==> config.mk <==
export PLATFORM = sky130hd
export DESIGN_NAME = apb_slave_regfile
export DESIGN_NICKNAME = d
export VERILOG_FILES = /design/src/rtl/apb_pkg.sv /design/src/rtl/apb_reg_bank.sv /design/src/rtl/apb_slave_regfile.sv
export SDC_FILE = /design/constraint.sdc
export NUM_CORES = 1
export LEC_CHECK = 0
export ABC_AREA = 1
export BUFFER_PORTS_ARGS = -buffer_cell sky130_fd_sc_hd__buf_2
export CAP_MARGIN = 20
export CORE_ASPECT_RATIO = 0.5
export CORE_MARGIN = 5
export CORE_UTILIZATION = 35
export CTS_BUF_LIST = sky130_fd_sc_hd__clkbuf_16
export DETAILED_ROUTE_END_ITERATION = 8
export PLACE_DENSITY = 0.57
export REMOVE_ABC_BUFFERS = 1
export SYNTH_ARGS = -nofsm -noshare
export SYNTH_HDL_FRONTEND = slang
export SYNTH_HIERARCHICAL = 1
export SYNTH_SLANG_ARGS = --single-unit
==> constraint.sdc <==
create_clock -name Hclk -period 3.65 [get_ports Hclk]
set_input_delay 0.1825 -clock Hclk [delete_from_list [all_inputs] [get_ports Hclk]]
set_output_delay 0.1825 -clock Hclk [all_outputs]
set_load 0.01 [all_outputs]
==> src/rtl/apb_pkg.sv <==
// apb_pkg: APB constants, FSM state encoding and decode helper shared by the bridge, responder and bench.
`default_nettype none

package apb_pkg;

  localparam int          APB_DATA_W     = 32;
  localparam int          APB_ADDR_W     = 32;
  localparam logic [31:0] APB_ID_DEFAULT = 32'hA9B0_0001;

  typedef enum logic [1:0] {
    ST_IDLE  = 2'd0,
    ST_WAIT  = 2'd1,
    ST_READY = 2'd2
  } apb_state_t;

  // Error when misaligned, beyond the bank, or writing the read-only ID register.
  function automatic logic apb_decode_err(
    input logic [11:0] offset,
    input logic        write,
    input int          num_regs
  );
    logic [12:0] limit;
    limit = 13'(4 * num_regs);
    return (offset[1:0] != 2'b00) ||
           ({1'b0, offset} >= limit) ||
           (write && (offset < 12'd4));
  endfunction

endpackage

`default_nettype wire

==> src/rtl/apb_reg_bank.sv <==
// apb_reg_bank: NUM_REGS x 32-bit storage with a constant ID register at index 0. Rev 1.0
`default_nettype none

module apb_reg_bank
  import apb_pkg::*;
#(
  parameter int          NUM_REGS = 8,
  parameter logic [31:0] ID_VALUE = APB_ID_DEFAULT,
  parameter int          IDX_W    = $clog2(NUM_REGS)
) (
  input  logic                  clk,
  input  logic                  rst,
  input  logic                  we,
  input  logic [IDX_W-1:0]      idx,
  input  logic [APB_DATA_W-1:0] wdata,
  output logic [APB_DATA_W-1:0] rdata
);

  logic [APB_DATA_W-1:0] regs [NUM_REGS];

  always_ff @(posedge clk) begin
    if (rst) begin
      for (int i = 0; i < NUM_REGS; i++) begin
        regs[i] <= '0;
      end
    end else if (we && (idx != '0)) begin
      regs[idx] <= wdata;
    end
  end

  assign rdata = (idx == '0) ? ID_VALUE : regs[idx];

endmodule

`default_nettype wire

==> src/rtl/apb_slave_regfile.sv <==
// apb_slave_regfile: APB responder over a register bank with programmable wait states and error response. Rev 1.0
`default_nettype none

module apb_slave_regfile
  import apb_pkg::*;
#(
  parameter int          NUM_REGS    = 8,
  parameter int          WAIT_CYCLES = 1,
  parameter logic [31:0] ID_VALUE    = APB_ID_DEFAULT
) (
  input  logic        Hclk,
  input  logic        Hreset,
  input  logic        Psel,
  input  logic        Penable,
  input  logic        Pwrite,
  input  logic [31:0] Paddr,
  input  logic [31:0] Pwdata,
  output logic [31:0] Prdata,
  output logic        Pready,
  output logic        Pslverr
);

  localparam int         IDX_W     = $clog2(NUM_REGS);
  localparam logic [3:0] WAIT_INIT = 4'(WAIT_CYCLES);

  apb_state_t  state;
  logic [3:0]  wait_cnt;
  logic [11:0] addr_q;
  logic        write_q;
  logic [31:0] wdata_q;

  logic [11:0]      dec_addr;
  logic             dec_write;
  logic             dec_err;
  logic [IDX_W-1:0] dec_idx;
  logic [31:0]      bank_rdata;
  logic [31:0]      done_rdata;
  logic             bank_we;
  logic             unused_paddr_hi;

  assign unused_paddr_hi = ^Paddr[31:12];

  // In IDLE the live bus is decoded so a zero-wait transfer can complete off the SETUP edge.
  assign dec_addr   = (state == ST_IDLE) ? Paddr[11:0] : addr_q;
  assign dec_write  = (state == ST_IDLE) ? Pwrite : write_q;
  assign dec_idx    = dec_addr[IDX_W+1:2];
  assign dec_err    = apb_decode_err(dec_addr, dec_write, NUM_REGS);
  assign done_rdata = (dec_write || dec_err) ? 32'h0 : bank_rdata;
  assign bank_we    = (state == ST_READY) && Psel && write_q && !Pslverr;

  apb_reg_bank #(
    .NUM_REGS (NUM_REGS),
    .ID_VALUE (ID_VALUE),
    .IDX_W    (IDX_W)
  ) u_bank (
    .clk   (Hclk),
    .rst   (Hreset),
    .we    (bank_we),
    .idx   (dec_idx),
    .wdata (wdata_q),
    .rdata (bank_rdata)
  );

  always_ff @(posedge Hclk) begin
    if (Hreset) begin
      state    <= ST_IDLE;
      wait_cnt <= '0;
      addr_q   <= '0;
      write_q  <= 1'b0;
      wdata_q  <= '0;
      Prdata   <= '0;
      Pready   <= 1'b0;
      Pslverr  <= 1'b0;
    end else begin
      case (state)
        ST_IDLE: begin
          Pready  <= 1'b0;
          Pslverr <= 1'b0;
          Prdata  <= '0;
          if (Psel && !Penable) begin
            addr_q   <= Paddr[11:0];
            write_q  <= Pwrite;
            wdata_q  <= Pwdata;
            wait_cnt <= WAIT_INIT;
            if (WAIT_CYCLES == 0) begin
              state   <= ST_READY;
              Pready  <= 1'b1;
              Pslverr <= dec_err;
              Prdata  <= done_rdata;
            end else begin
              state <= ST_WAIT;
            end
          end
        end

        ST_WAIT: begin
          if (!Psel) begin
            state    <= ST_IDLE;
            wait_cnt <= '0;
          end else if (Penable) begin
            if (wait_cnt <= 4'd1) begin
              state    <= ST_READY;
              wait_cnt <= '0;
              Pready   <= 1'b1;
              Pslverr  <= dec_err;
              Prdata   <= done_rdata;
            end else begin
              wait_cnt <= wait_cnt - 4'd1;
            end
          end
        end

        ST_READY: begin
          state    <= ST_IDLE;
          wait_cnt <= '0;
          Pready   <= 1'b0;
          Pslverr  <= 1'b0;
          Prdata   <= '0;
        end

        default: begin
          state    <= ST_IDLE;
          wait_cnt <= '0;
          Pready   <= 1'b0;
          Pslverr  <= 1'b0;
          Prdata   <= '0;
        end
      endcase
    end
  end

endmodule

`default_nettype wire

==> run summary <==
Across the routed clock network, the largest skew measured is 0.00847 ns. Kind of path behind the tightest hold check: in -> reg. The tools report the number of hold violations in the final report as 0. The smallest hold slack is 0.0667 ns, and the number of synthesis warnings is 6. Wires add up to 37000 um.

Worst-case reg-to-reg path depth: 8. Once detailed placement completed, the half-perimeter wirelength came to 22800 um. The maximum ir drop on the vdd rail is 236 uV, and the DRC violations left is 0. The total routing usage reported by global routing is 0.164, and the count of pins over their slew limit is 0.

Counting distinct cell types in the post-synthesis netlist gives 31. The logs give 0 for the remaining antenna violation count after routing and 309 for the number of clock sinks. The relative max-transition margin is 0.408. The reported max-cap violation count is 0, and the count of mapped cells out of synthesis is 1664. The initial core utilization is 0.357, and the total standard cell area after synthesis is 14000 um^2.

The finished layout holds 2346 standard cells, fillers aside. In this run the horizontal extent of the chip is 293 um. The filler cells instantiated in the layout total 3875. Among all stages on the critical path, the largest delay is contributed by sky130_fd_sc_hd__nor2_2. For the pin with the worst max-slew slack, the measured transition is 0.886 ns. The height of the die is 152 um. Of all nets on the critical path, the largest fanout is 14. Post-CTS timing repair inserted 0 buffers for setup.

Traced cell by cell, the critical path runs through nor2_2, nand2_1, o21ai_0, inv_1, nor2_2, nand3_1, nand2_1, buf_4. The required arrival time at the worst endpoint was 3.91 ns; the setup slack of the worst register-to-register path was 0.49 ns. Clock-pin slew was measured on the worst setup and hold paths at 0.06 ns. The flow ran to the end, and the final reports show no timing, DRC or antenna violations.

The terminus of the critical flop-to-flop path is u_bank/regs[1][14]. In this run the most critical hold path is launched from Penable. In the layout the commonest cells are sky130_fd_sc_hd__nor2_1, sky130_fd_sc_hd__nand2_1, sky130_fd_sc_hd__edfxtp_1. Share of the cycle needed by the critical path after routing: 0.865. The number of hold buffers added after CTS is 48.

After synthesis, the cell types taking the most area are sky130_fd_sc_hd__edfxtp_1, sky130_fd_sc_hd__nor2_1, sky130_fd_sc_hd__dfxtp_1. The most common cell after layout, fill and taps aside is sky130_fd_sc_hd__nor2_1. The minimum period implied by the final worst setup slack is 3.16 ns, and the overflow left after global routing is 0. The number of resized instances in the post-cts repair step is 0, and the wire length of the first global-routing pass is 57400 um. The number of antenna diodes in the final layout is 0. Power density of the placed cells: 482 nW/um^2. Setup slack closes at 0.494 ns. The setup path with the least slack is of type reg -> reg.

The synthesized design contains 309 register bits. The number of vias per cell was 4.69; the area share of the largest cell type after synthesis was 0.480. In this run the static leakage power is 6.81 nW. For this block, the initial DRC count from the detailed router was 879. The library cell used as clock root buffer was sky130_fd_sc_hd__clkbuf_16. The first-pass iteration count of the detailed router is 7.

At the end of routability-driven placement, the weighted congestion stood at 0.777. Setup repair after global routing left no endpoint under its margin. For the H-tree depth reported by CTS, the log shows 1.

The floorplan has 51 rows. The later-pin clock latency in the skew report was 0.57 ns; the post-layout net count was 1862. STA classifies the critical path endpoint as a flip-flop. Per-cell routed wire length: 15.8 um. The count of boundary I/O pins was 103; the final number of setup-violating endpoints was 0. Maximum number of pins on one net before global-route repair: 47. The part of the Yosys area used for sequential elements is 0.601, and the number of global-route vias before repair is 10226. The total vias in the final route is 10998. The cell type with the highest aggregate area in the netlist was sky130_fd_sc_hd__edfxtp_1. The worst hold path terminates at state[0].

STA classifies the critical path startpoint as a flip-flop. The area inside the core boundary came out at 39200 um^2. The die covers 44400 um^2. The number of clock buffers added by TritonCTS is 31. The final core area utilization is 0.424, and the number of port buffers is 82. The placed instance count was 2240.

On the worst path, the slowest cell contributes a delay of 0.59 ns. The reg-to-reg startpoint was state[1]. Layout cell share with drive strength beyond 1: 0.116.

The area growth from synthesis to layout is 18.6%. The worst hold path was traced through 6 stages. TritonCTS built the clock tree.

Based on the critical path, the design can be clocked at up to 317 MHz. The run gives 0 as the number of antenna violations at the first check in global routing. The average instance in the mapped netlist occupies 8.43 um^2.

The buffer levels on the longest clock path was 3. Before CTS, the worst setup slack after placement is 0.487 ns. For the endpoint arrival time on the critical path, the log shows 3.41 ns.
==> cells by family after synthesis <==
logic type / Yosys count / synth area share
xor+xnor: 1 / 0.000625
fa+ha+maj: 2 / 0.00178
simple gates: 966 / 0.274
buf+inv: 259 / 0.0766
flops: 309 / 0.601
compound gates: 127 / 0.0458
==> sequential cells by signal (all words and copies together), names as in the netlist <==
register	cells
Pslverr	1
wait_cnt	4
state	2
u_bank/regs	224
Pready	1
write_q	1
Prdata	32
wdata_q	32
addr_q	12
==> per-stage QoR <==
| stage | total power [mW] | setup TNS (ns) | instance area (um^2) |
|---|---|---|---|
| 3_5_place_dp | 4.69 | 0 | 15100 |
| 6_report | 8.02 | 0 | 16600 |
| 5_1_grt | 8.36 | 0 | 16600 |
| 4_1_cts | 8.10 | 0 | 16600 |
| 2_1_floorplan | 4.41 | -86.55 | 13600 |
| 3_3_place_gp | 4.69 | 0 | 15100 |
==> per-layer routing <==
layer / wire (um) / vias to the layer above / global-route usage
li1: - / 5487 / -
met1: 18000 / 5190 / 0.237
met2: 16100 / 264 / 0.267
met3: 2150 / 57 / 0.0223
met4: 711 / 0 / 0.0343
met5: 0 / - / 0
==> critical path: cells and delay by family (launching register included) <==
kind / cells / cell delay (ns)
AND/OR/NAND/NOR: 5 / 1.67
flip-flops: 1 / 0.37
buffers and inverters: 2 / 0.64
AO/OA/AOI/OAI: 1 / 0.15
==> Yosys cell counts (all sizes together) <==
cell and instances:
o21ai 83, nand3b 1, a211oi 2, nand2 363, nor3 1, dfxtp 85
nor2 522, buf 51, inv 176, xnor2 1, a21oi 41, nand4 6
ha 2, clkbuf 32, o22ai 1, and2 2, nand3 69, nor3b 2
edfxtp 224
==> area by class of cell <==
class	instances	area (um^2)	area share
flip-flops and latches	309	8430	0.507
multi-input cells	1096	4530	0.272
repair buffers	177	1270	0.0763
clock buffers	31	776	0.0467
well taps	530	663	0.0399
inverters	176	661	0.0397
clock inverters	27	307	0.0184
==> where the power goes <==
| group | switching (mW) | internal [mW] | total (mW) |
|---|---|---|---|
| Combinational | 0.516 | 0.230 | 0.746 |
| Sequential | 0.0410 | 3.87 | 3.91 |
| Clock | 1.39 | 1.98 | 3.37 |
==> worst max-delay path by stage <==
stage | from | endpoint | slack (ns)
2_1_floorplan | state[1] | u_bank/regs[1][0] | -0.81
3_3_place_gp | state[1] | u_bank/regs[5][9] | 0.56
3_5_place_dp | state[1] | u_bank/regs[5][4] | 0.49
4_1_cts | state[1] | u_bank/regs[5][26] | 0.48
5_1_grt | state[1] | Prdata[14] | 0.12
6_report | state[1] | u_bank/regs[1][14] | 0.49
(Power assumes the default switching activity.)
